File: config.mk
export PLATFORM = sky130hd
export DESIGN_NAME = rect_draw_engine
export DESIGN_NICKNAME = d
export VERILOG_FILES = /design/src/rtl/vga_draw_pkg.sv /design/src/rtl/rect_draw_engine_raster_counter.sv /design/src/rtl/rect_draw_engine.sv
export SDC_FILE = /design/constraint.sdc
export NUM_CORES = 1
export LEC_CHECK = 0
export BUFFER_PORTS_ARGS = -buffer_cell sky130_fd_sc_hd__buf_2
export CAP_MARGIN = 15
export CORE_AREA = 2 2 101 84
export DETAILED_ROUTE_END_ITERATION = 16
export DIE_AREA = 0 0 103 86
export GPL_ROUTABILITY_DRIVEN = 0
export PLACE_DENSITY = 0.79
export SYNTH_ARGS = -nofsm -noshare
export SYNTH_HDL_FRONTEND = slang
export SYNTH_SLANG_ARGS = --single-unit
File: constraint.sdc
create_clock -name clock -period 3.45 [get_ports clock]
set_input_delay 0.1725 -clock clock [delete_from_list [all_inputs] [get_ports clock]]
set_output_delay 0.1725 -clock clock [all_outputs]
set_load 0.05 [all_outputs]
File: src/rtl/vga_draw_pkg.sv
// Shared definitions for the rectangle draw engine: mode encodings, FSM states
// and the standard adapter resolutions.
package vga_draw_pkg;

   localparam logic [1:0] MODE_FILL    = 2'b00;
   localparam logic [1:0] MODE_OUTLINE = 2'b01;
   localparam logic [1:0] MODE_CLEAR   = 2'b10;
   localparam logic [1:0] MODE_RSVD    = 2'b11;

   typedef enum logic [1:0] {
      IDLE = 2'd0,
      SCAN = 2'd1,
      FIN  = 2'd2
   } draw_state_t;

   localparam int RES_160_X_MAX = 159;
   localparam int RES_160_Y_MAX = 119;
   localparam int RES_320_X_MAX = 319;
   localparam int RES_320_Y_MAX = 239;

   function automatic logic is_clear(input logic [1:0] m);
      return (m == MODE_CLEAR);
   endfunction

   function automatic logic is_outline(input logic [1:0] m);
      return (m == MODE_OUTLINE);
   endfunction

endpackage

File: src/rtl/rect_draw_engine_raster_counter.sv
// Nested row-major x/y position counter. Coordinates are carried one bit wider
// than the screen coordinate so a rectangle end point can never wrap.
module raster_counter #(
   parameter int XW = 9,
   parameter int YW = 8
) (
   input  logic          clock,
   input  logic          resetn,
   input  logic          load,
   input  logic          enable,
   input  logic [XW-1:0] x_start,
   input  logic [XW-1:0] x_end,
   input  logic [YW-1:0] y_start,
   input  logic [YW-1:0] y_end,
   output logic [XW-1:0] x,
   output logic [YW-1:0] y,
   output logic          last
);

   logic [XW-1:0] x_reg;
   logic [YW-1:0] y_reg;
   logic [XW-1:0] x_start_reg;
   logic [XW-1:0] x_end_reg;
   logic [YW-1:0] y_end_reg;
   logic          row_end;

   assign row_end = (x_reg == x_end_reg);
   assign last    = row_end && (y_reg == y_end_reg);
   assign x       = x_reg;
   assign y       = y_reg;

   always_ff @(posedge clock or negedge resetn) begin
      if (!resetn) begin
         x_reg       <= '0;
         y_reg       <= '0;
         x_start_reg <= '0;
         x_end_reg   <= '0;
         y_end_reg   <= '0;
      end else if (load) begin
         x_reg       <= x_start;
         y_reg       <= y_start;
         x_start_reg <= x_start;
         x_end_reg   <= x_end;
         y_end_reg   <= y_end;
      end else if (enable) begin
         if (row_end) begin
            x_reg <= x_start_reg;
            y_reg <= y_reg + YW'(1);
         end else begin
            x_reg <= x_reg + XW'(1);
         end
      end
   end

endmodule

File: src/rtl/rect_draw_engine.sv
// Rectangle rasteriser feeding vga_adapter: one scan position per clock with
// registered x/y/colour/plot, clipping to the visible area and outline gating.
module rect_draw_engine
   import vga_draw_pkg::*;
#(
   parameter int X_WIDTH     = 8,
   parameter int Y_WIDTH     = 7,
   parameter int COLOUR_BITS = 3,
   parameter int X_MAX       = RES_160_X_MAX,
   parameter int Y_MAX       = RES_160_Y_MAX
) (
   input  logic                   clock,
   input  logic                   resetn,
   input  logic                   start,
   input  logic [1:0]             mode,
   input  logic [X_WIDTH-1:0]     x0,
   input  logic [Y_WIDTH-1:0]     y0,
   input  logic [X_WIDTH-1:0]     w,
   input  logic [Y_WIDTH-1:0]     h,
   input  logic [COLOUR_BITS-1:0] colour,
   output logic                   busy,
   output logic                   done,
   output logic [X_WIDTH-1:0]     x_out,
   output logic [Y_WIDTH-1:0]     y_out,
   output logic [COLOUR_BITS-1:0] colour_out,
   output logic                   plot
);

   localparam int XW = X_WIDTH + 1;
   localparam int YW = Y_WIDTH + 1;
   localparam logic [XW-1:0] X_LIM = XW'(X_MAX);
   localparam logic [YW-1:0] Y_LIM = YW'(Y_MAX);

   draw_state_t state_reg, state_next;

   logic [1:0]             mode_reg;
   logic [COLOUR_BITS-1:0] colour_reg;
   logic [XW-1:0]          x0_reg, x_end_reg;
   logic [YW-1:0]          y0_reg, y_end_reg;

   logic          cnt_load, cnt_enable, cnt_last;
   logic [XW-1:0] cnt_x;
   logic [YW-1:0] cnt_y;
   logic [XW-1:0] ld_x_start, ld_x_end;
   logic [YW-1:0] ld_y_start, ld_y_end;
   logic          accept, visible, on_border, plot_next;
   logic [X_WIDTH-1:0] x_sat;
   logic [Y_WIDTH-1:0] y_sat;

   assign accept = (state_reg == IDLE) && start;

   // Load values: clear ignores the geometry; ends are one bit wider so they never wrap.
   always_comb begin
      ld_x_start = {1'b0, x0};
      ld_y_start = {1'b0, y0};
      ld_x_end   = {1'b0, x0} + {1'b0, w} - XW'(1);
      ld_y_end   = {1'b0, y0} + {1'b0, h} - YW'(1);
      if (is_clear(mode)) begin
         ld_x_start = '0;
         ld_y_start = '0;
         ld_x_end   = X_LIM;
         ld_y_end   = Y_LIM;
      end
   end

   always_comb begin
      state_next = state_reg;
      cnt_load   = 1'b0;
      cnt_enable = 1'b0;
      case (state_reg)
         IDLE: begin
            if (start) begin
               cnt_load = 1'b1;
               if (!is_clear(mode) && ((w == '0) || (h == '0)))
                  state_next = FIN;
               else
                  state_next = SCAN;
            end
         end
         SCAN: begin
            cnt_enable = 1'b1;
            if (cnt_last)
               state_next = FIN;
         end
         FIN:     state_next = IDLE;
         default: state_next = IDLE;
      endcase
   end

   always_ff @(posedge clock or negedge resetn) begin
      if (!resetn)
         state_reg <= IDLE;
      else
         state_reg <= state_next;
   end

   always_ff @(posedge clock or negedge resetn) begin
      if (!resetn) begin
         mode_reg   <= MODE_FILL;
         colour_reg <= '0;
         x0_reg     <= '0;
         y0_reg     <= '0;
         x_end_reg  <= '0;
         y_end_reg  <= '0;
      end else if (accept) begin
         mode_reg   <= mode;
         colour_reg <= colour;
         x0_reg     <= ld_x_start;
         y0_reg     <= ld_y_start;
         x_end_reg  <= ld_x_end;
         y_end_reg  <= ld_y_end;
      end
   end

   raster_counter #(
      .XW(XW),
      .YW(YW)
   ) u_raster (
      .clock   (clock),
      .resetn  (resetn),
      .load    (cnt_load),
      .enable  (cnt_enable),
      .x_start (ld_x_start),
      .x_end   (ld_x_end),
      .y_start (ld_y_start),
      .y_end   (ld_y_end),
      .x       (cnt_x),
      .y       (cnt_y),
      .last    (cnt_last)
   );

   assign visible   = (cnt_x <= X_LIM) && (cnt_y <= Y_LIM);
   assign on_border = (cnt_x == x0_reg) || (cnt_x == x_end_reg) ||
                      (cnt_y == y0_reg) || (cnt_y == y_end_reg);
   assign plot_next = visible && (!is_outline(mode_reg) || on_border);

   // Positions beyond the output width saturate rather than wrap to 0.
   assign x_sat = cnt_x[XW-1] ? '1 : cnt_x[X_WIDTH-1:0];
   assign y_sat = cnt_y[YW-1] ? '1 : cnt_y[Y_WIDTH-1:0];

   always_ff @(posedge clock or negedge resetn) begin
      if (!resetn) begin
         x_out      <= '0;
         y_out      <= '0;
         colour_out <= '0;
         plot       <= 1'b0;
         busy       <= 1'b0;
         done       <= 1'b0;
      end else begin
         busy <= (state_next == SCAN) || (state_reg == SCAN);
         done <= (state_reg == FIN);
         if (state_reg == SCAN) begin
            x_out      <= x_sat;
            y_out      <= y_sat;
            colour_out <= colour_reg;
            plot       <= plot_next;
         end else begin
            colour_out <= '0;
            plot       <= 1'b0;
         end
      end
   end

endmodule

# Word-level counts from Yosys, hierarchy flattened
# Index checks and enable logic that the tools add are counted.
# totals
wordCells	77
reg_bits	105
out_inout_bits	21
input_bits	38
# op_classes
eq_ne	11
order_cmp	2
muxes	21
reduce_logical	19
add_sub_neg	6
# op_table
cell	n
2-to-1 mux 8 bit	6
2-to-1 mux 9 bit	4
== test 9 bit	3
== test 8 bit	3
2-to-1 mux 7 bit	2
adder 8 x 8 -> 9 bit	1
adder 9 x 1 -> 9 bit, second input constant	1
less-or-equal comparator 9 x 8 -> 1 bit, second input constant	1
subtractor 9 x 1 -> 9 bit, second input constant	1
adder 7 x 7 -> 8 bit	1
adder 8 x 1 -> 8 bit, second input constant	1
less-or-equal comparator 8 x 7 -> 1 bit, second input constant	1
zero test 8 bit	1
subtractor 8 x 1 -> 8 bit, second input constant	1
zero test 7 bit	1
== test 2 x 1 -> 1 bit, second input constant	3
logical OR 1 bit	6
2-to-1 mux 2 bit	3
logical AND 1 bit	5
== test 2 bit, second input constant	2
2-to-1 mux 1 bit	4
one-hot mux 2 bit (2 select lines)	1
nonzero test 2 bit	2
2-to-1 mux 3 bit	1
3 further kinds	4

# Logic depth before layout (Yosys ltp)
# Gate-level depths: netlist (run 1).
# logic_depth
ltp_word	8
mapped_depth	12

# Cells and area by module
# From an unflattened synthesis (run 1), not the netlist that was laid out.
# unflattened
hier_cells	624
hier_area_um2	5908.2
# by_module_without_submodules
mod	area_each_um2	n_inst	cells_per_inst
rect_draw_engine	3688.5	1	415
raster_counter	2219.6	1	209

# Worst setup path before layout (run 1)
# No wires, ideal clock.
# synth_timing
path_type	input to register
from	in x0[2]
to	reg x_end_reg[8]
t_arrival_ps	1825
path_slack_ps	1494
n_path_buf	0
setup_ps	132
stages	10
cell_sequence	inv_1 -> ha_1 -> inv_1 -> ha_1 -> a21o_1 -> a211oi_1 -> nor2_1 -> o41ai_1 -> xor2_1 -> o21ai_0
# synth_via
elab_chain_cells	3
# synth_rtl
item	line_no	text
start, declared	rect_draw_engine.sv:16	input logic [X_WIDTH-1:0] x0,
adder 8 x 8 -> 9 bit	rect_draw_engine.sv:56	ld_x_end = {1'b0, x0} + {1'b0, w} - XW'(1);
subtractor 9 x 1 -> 9 bit	rect_draw_engine.sv:56	
2-to-1 mux 9 bit	rect_draw_engine.sv:58	if (is_clear(mode)) begin
end signal, assigned	rect_draw_engine.sv:110	x_end_reg <= ld_x_end;
end, declared	rect_draw_engine.sv:38	logic [XW-1:0] x0_reg, x_end_reg;
# Every way passes these cells.
# A chain may end at the register's enable or synchronous reset.

# Worst setup path in the final report (run 1)
# layout_timing
from	reg state_reg[1]
to	reg u_raster.y_reg[2], in the netlist u_raster.y[2]
# layout_via
elab_chain_cells	4
# layout_rtl
item	line_no	text
start, declared	rect_draw_engine.sv:34	draw_state_t state_reg, state_next;
start signal, assigned	rect_draw_engine.sv:94	state_reg <= state_next;
== test 2 x 1 -> 1 bit / zero test 2 bit (equally long branches)	rect_draw_engine.sv:70	case (state_reg)
2-to-1 mux 1 bit	rect_draw_engine.sv:70	
nonzero test 2 bit (no source line)	n/a	
AND reduction 2 bit (no source line)	n/a	
end signal, assigned	rect_draw_engine_raster_counter.sv:41	y_reg <= y_start;
end signal, assigned	rect_draw_engine_raster_counter.sv:48	y_reg <= y_reg + YW'(1);
end, declared	rect_draw_engine_raster_counter.sv:21	logic [YW-1:0] y_reg;
# Parallel ways exist; a longest one is shown, timed or not.

==> impl_metrics.py, run 1 <==
metrics = {
    "run_status": {
        "outcome": "completed",
    },
    "global_route": {
        "overflow": 0,
        "grt_use_total_pct": 27.5,
        "grt_pass1_wl_um": 18400,
        "grt_pass1_vias": 3820,
        "grt_max_degree": 78,
        "grt_antenna_before_repair": 0,
    },
    "final_layout": {
        "diodes": 0,
        "fin_nets": 656,
        "multiInputGateArea_mm2": 0.00230,
        "area_growth_pct": 11.1,
        "seq_area_mm2": 0.00193,
        "fillers": 705,
        "layout_common_cells": "96 x nand2_1, 77 x dfrtp_1, 62 x o21ai_0, 60 x inv_1, 57 x buf_2",
        "drive_gt1_share_pct": 13.9,
        "fin_cells": 696,
        "final_common_cell": "nand2_1",
    },
    "synth": {
        "synth_xor_area_share_pct": 8.34,
        "synth_cells": 539,
        "async_reset_ff_share_pct": 100,
        "synth_fp_nets": 609,
        "synth_seq_cells": 77,
        "synth_top_family_by_area": "simple AND/OR/NAND/NOR gates",
        "synthAdderAreaFrac_pct": 9.02,
        "ys_types": 48,
        "synth_top_flop_cell": "dfrtp_1",
        "synth_compound_area_share_pct": 14.7,
        "avgSynthCellArea_um2": 8.55,
        "synth_mux_area_share_pct": 0.869,
        "synthSimpleGateAreaFrac_pct": 17.1,
        "synth_edf_count": 0,
        "yosys_warnings": 0,
        "syn-cell-area_mm2": 0.00461,
        "ys_seq_area_share_pct": 41.8,
    },
    "sta": {
        "setup_viol": 0,
        "setup_tns_ns": 0,
        "timing.final.crit_share_pct": 66.7,
        "worst_slew_pin_slew_ns": 0.929,
        "finalHoldViolCount": 0,
        "rsz0062_at_grt": "no",
        "slew_headroom_pct": 38.1,
        "drv_slew": 0,
        "fmax_ghz": 0.434,
        "whs_ns": 0.0160,
        "period_minus_slack_ns": 2.30,
        "fin_skew_ns": 0.0112,
    },
    "job": {
        "drv_cap": 0,
    },
    "power_and_ir_drop": {
        "p_leak_uw": 0.00260,
        "vdd_drop_max_mv": 0.362,
        "power_density_mw_per_mm2": 760,
    },
    "clocking": {
        "cts.sinks": 77,
        "cts_tree": "built",
        "cts_resized": 0,
        "insertion_delay_ns": 0.37,
        "clkSlewWorstSetupHoldPaths_ns": 0.08,
        "cts_buffers": 9,
        "htree_levels": 3,
        "cts-root-buf": "clkbuf_8",
        "clockBufferDepth": 2,
    },
    "placement": {
        "dp_hpwl_um": 8300,
        "dp.cells": 680,
        "port-buffer-count": 58,
    },
    "die": {
        "io_pins": 59,
        "initial_core_util_pct": 59.3,
        "die_w_um": 103,
        "core_mm2": 0.00776,
        "die_area_mm2": 0.00886,
        "die_h_um": 86,
        "rows": 29,
    },
    "detailed_routing": {
        "via_per_inst": 5.66,
        "vias": 3936,
        "first_iter_violations": 263,
        "finalWirelength_um": 11100,
        "drc": 0,
        "ant_nets": 0,
        "post_drt_wl_per_cell_um": 16.0,
        "drt_pass1_iterations": 5,
    },
    "setup_path": {
        "cpMostUsedCell": "nor2_1",
        "cp-start-kind": "register",
        "critPathKind": "register to register",
        "slowest_stage": "nor2_1",
        "crit_chain": "nor2_1 -> nand2_1 -> nor2_1 -> buf_4 -> a21oi_1 -> o21ai_0",
        "path_max_fanout": 18,
        "crit_arrival_ns": 2.58,
        "cpPeakStageDelay_ns": 0.73,
        "worst_setup_path_end_kind": "register",
        "path_buf_inv": 1,
        "crit_required_ns": 3.72,
        "critPathTopFamily": "simple AND/OR/NAND/NOR gates",
    },
    "min_path": {
        "hp-class": "input port to register",
    },
}
-- metal layers --
| layer | wire, µm | vias up | global-route usage, % |
|---|---|---|---|
| li1 | - | 1883 | - |
| met1 | 5080 | 1881 | 39.2 |
| met2 | 5130 | 156 | 41.6 |
| met3 | 722 | 16 | 5.87 |
| met4 | 178 | 0 | 9.57 |
| met5 | 0 | - | 0 |
-- report_power, final --
group / total, µW / switching (µW) / internal, µW / leakage [µW]
clock: 586 / 319 / 268 / 0.0000771
combinational: 1610 / 1000 / 606 / 0.00156
sequential: 1690 / 416 / 1280 / 0.000956
total: 3890 / 1740 / 2150 / 0.00260
-- path summary, 6_finish.rpt --
kind	cells after the start	slack [ns]	from	endpoint
setup / recovery	6	1.15	state_reg[1]$_DFF_PN0_	u_raster.y[2]$_DFFE_PN0P_
hold / removal	3	0.02	colour[2]	colour_reg[2]$_DFFE_PN0P_
setup reg to reg	6	1.15	state_reg[1]$_DFF_PN0_	u_raster.y[2]$_DFFE_PN0P_
hold reg to reg	2	0.46	x_out[7]$_DFFE_PN0P_	x_out[7]$_DFFE_PN0P_
max in group asynchronous	2	2.35	resetn	colour_out[2]$_DFF_PN0_
min in group asynchronous	2	0.50	resetn	done$_DFF_PN0_
-- what timing repair did --
action | CTS | global route
endpoints found under the setup margin | 0 | 0
hold buffers | 3 | 0
setup buffers | 0 | 0
endpoints found under the hold margin | 75 | 0
-- metrics by stage --
stage	cell area [µm²]	utilization, %	power, µW	worst slack, ns
detailed placement	4930	63.6	3300	1.18
global placement	4930	63.6	3210	1.20
CTS	5120	65.9	3890	1.19
finish	5120	65.9	3890	1.15
floorplan	4610	-	2880	1.49
global route	5120	65.9	4150	0.966
-- cells in the mapped netlist (6+ instances only) --
master	n	area (µm²)
nand2_1	96	360
dfrtp_1	77	1930
o21ai_0	62	310
inv_1	60	225
nor2_1	32	120
ha_1	30	375
xor2_1	25	219
clkbuf_1	23	86.3
a21oi_1	21	105
xnor2_1	17	149
nor4_1	10	62.6
nor3_1	7	35.0
nand3_1	6	30.0
-- area by class of cell --
class	instances	share of cell area (%)
clock inverter	2	0.244
multi-input combinational	370	45.0
inverter	60	4.40
tap	108	2.64
clock buffer	11	2.76
sequential	77	37.6
timing repair buffer	68	7.33
-- worst min-delay path, stage by stage --
cell and delay (ns):
buf_2 0.07, nand2_1 0.04, nand2_1 0.05
-- cells by family after synthesis --
| kind of cell | after synthesis |
|---|---|
| and+or+nand+nor | 175 |
| adders and majority gates | 32 |
| buffers and inverters | 92 |
| AOI/OAI and AO/OA | 116 |
| DFF | 77 |
| muxes | 4 |
| xor gates and xnor gates | 43 |
No activity file was read; power rests on OpenSTA's default activity.
==> run 2: changes to the inputs <==
Settings changed: ABC_AREA from default to 1, CORE_AREA 2 2 101 84 to 2 2 105 86, DIE_AREA 0 0 103 86 to 0 0 107 88, PLACE_DENSITY 0.79 to 0.77.
Clock period 3.45 ns to 2.3 ns, I/O delays scaled along.
==> impl_metrics.py, run 2 <==
metrics = {
    "final_layout": {
        "fin_nets": 744,
        "final_common_cell": "nand2_1",
        "postLayoutCoreUtil_pct": 65.1,
        "fin_area_mm2": 0.00545,
        "drive_gt1_share_pct": 16.1,
        "area_growth_pct": 13.0,
        "diodes": 0,
        "layout_common_cells": "135 x nand2_1, 112 x inv_1, 77 x dfrtp_1, 57 x buf_2, 51 x nor2_1",
    },
    "global_route": {
        "grt_pass1_wl_um": 18700,
        "grt_pass1_vias": 4061,
        "grt_max_degree": 78,
        "overflow": 0,
        "grt_antenna_before_repair": 0,
        "grt_use_total_pct": 25.4,
    },
    "die": {
        "die_h_um": 88,
        "io_pins": 59,
        "core_mm2": 0.00837,
        "rows": 30,
        "initial_core_util_pct": 57.6,
        "die_area_mm2": 0.00942,
        "die_w_um": 107,
    },
    "clocking": {
        "clockBufferDepth": 2,
        "htree_levels": 3,
        "cts_resized": 0,
        "postCtsSetupBuffers": 0,
        "cts_buffers": 9,
        "postCtsHoldBufs": 5,
        "cts_tree": "built",
        "cts.sinks": 77,
        "cts-root-buf": "clkbuf_8",
        "insertion_delay_ns": 0.36,
        "clkSlewWorstSetupHoldPaths_ns": 0.08,
    },
    "synth": {
        "yosys_warnings": 0,
        "synthMostInstantiatedCell": "nand2_1",
        "async_reset_ff_share_pct": 100,
        "synth_commonest_cells": "135 x nand2_1, 112 x inv_1, 77 x dfrtp_1",
        "synth_edf_count": 0,
        "synth_top_flop_cell": "dfrtp_1",
        "synth_top_area_share_pct": 39.9,
        "synth_fp_nets": 688,
        "syn-cell-area_mm2": 0.00482,
        "ys_seq_area_share_pct": 39.9,
        "synth_seq_cells": 77,
        "ys_types": 38,
        "yosys.area.top_type": "dfrtp_1",
        "synth_cells": 618,
        "synth_area_leaders": "dfrtp_1 40%, nand2_1 11%, inv_1 8.7%",
        "avgSynthCellArea_um2": 7.81,
    },
    "detailed_routing": {
        "ant_nets": 0,
        "drc": 0,
        "post_drt_wl_per_cell_um": 14.0,
        "vias": 4184,
        "via_per_inst": 5.29,
        "drt_pass1_iterations": 6,
        "first_iter_violations": 377,
        "finalWirelength_um": 11100,
    },
    "sta": {
        "period_minus_slack_ns": 1.83,
        "setup_tns_ns": 0,
        "setup_ws_ns": 0.469,
        "timing.final.crit_share_pct": 79.6,
        "drv_slew": 0,
        "slew_headroom_pct": 35.9,
        "setup_viol": 0,
        "worst_slew_pin_slew_ns": 0.962,
        "fin_skew_ns": 0.00976,
        "fmax_ghz": 0.546,
        "finalHoldViolCount": 0,
        "rsz0062_at_grt": "no",
    },
    "power_and_ir_drop": {
        "vdd_drop_max_mv": 0.694,
        "p_int_uw": 3670,
        "seqPwrFrac_pct": 37.0,
        "p_leak_uw": 0.00292,
        "clock_power_share_pct": 21.2,
        "p_comb_share_pct": 41.8,
        "power_density_mw_per_mm2": 1180,
        "swShare_pct": 43.0,
        "p_switching_uw": 2770,
    },
    "setup_path": {
        "path_buf_inv": 2,
        "path_max_fanout": 13,
        "cpPeakStageDelay_ns": 0.46,
        "crit_chain": "inv_1 -> nor2_2 -> inv_2 -> nor3_1 -> o21ai_0 -> nor2_1",
        "slowest_stage": "dfrtp_1",
        "crit_required_ns": 2.57,
        "critPathKind": "register to register",
        "cp-start-kind": "register",
        "worst_setup_path_end_kind": "register",
        "crit_arrival_ns": 2.11,
        "critPathTopFamily": "simple AND/OR/NAND/NOR gates",
    },
    "run_status": {
        "outcome": "completed",
    },
    "placement": {
        "place_area_mm2": 0.00513,
        "port-buffer-count": 58,
        "dp_worst_setup_slack_ns": 0.337,
        "dp_hpwl_um": 8240,
    },
    "min_path": {
        "hp-class": "input port to register",
    },
    "job": {
        "drv_cap": 0,
    },
}
[run 2: final timing paths]
check                           depth (start not counted)                        end                    from  slack [ns]
worst max-delay path                                    6             plot$_DFF_PN0_  state_reg[0]$_DFF_PN0_        0.47
worst min-delay path                                    3      x0_reg[3]$_DFFE_PN0P_                   x0[3]        0.02
worst max register to register                          6             plot$_DFF_PN0_  state_reg[0]$_DFF_PN0_        0.47
worst min register to register                          2       x_out[1]$_DFFE_PN0P_    x_out[1]$_DFFE_PN0P_        0.48
max in group asynchronous                               2      x0_reg[2]$_DFFE_PN0P_                  resetn        1.23
min in group asynchronous                               2  colour_reg[0]$_DFFE_PN0P_                  resetn        0.43
[run 2: routing by layer]
| layer | global-route usage [%] | wire length, µm | vias up |
|---|---|---|---|
| met5 | 0 | 0 | - |
| met4 | 8.85 | 140 | 0 |
| met3 | 4.61 | 780 | 13 |
| met2 | 39.0 | 4750 | 178 |
| met1 | 36.6 | 5420 | 1930 |
| li1 | - | - | 2063 |
[run 2: kinds of logic (layout without fill, tap and decap cells)]
logic type,Yosys count,in the layout,synth area share [%]
AND/OR/NAND/NOR,240,240,21.6
buffers and inverters,140,201,12.5
AO/OA/AOI/OAI,104,104,12.8
flip-flops,77,77,39.9
adder cells (fa/ha/maj),32,32,8.61
XOR/XNOR,25,25,4.54
[run 2: power by group through the flow]
stage / logic, µW / clock network (µW) / registers, µW
after CTS: 2680 / 1370 / 2380
final: 2690 / 1370 / 2380
after detailed placement: 2650 / 0 / 2400
after floorplan: 1720 / 0 / 2730
after global placement: 2580 / 0 / 2370
after global routing: 3010 / 1450 / 2450
[run 2: layout make-up]
type	count	area, µm²
multi-input cells	401	2290
fillers	689	2920
well taps	112	140
clock inverters	7	146
clock buffers	9	124
flip-flops and latches	77	1930
repair buffers	67	373
inverters	118	448
[run 2: worst min-delay path, delay by kind of cell]
kind | cells | cell delay, ns
buf+inv | 1 | 0.10
simple gates | 2 | 0.13
[run 2: stage by stage]
stage | hold slack [ns] | power [µW] | instances
after floorplan | -0.181 | 4440 | 618
after global placement | 0.321 | 4950 | 770
after detailed placement | 0.327 | 5050 | 770
after CTS | 0.0102 | 6430 | 791
after global routing | 0.0300 | 6910 | 791
final | 0.0173 | 6440 | 791
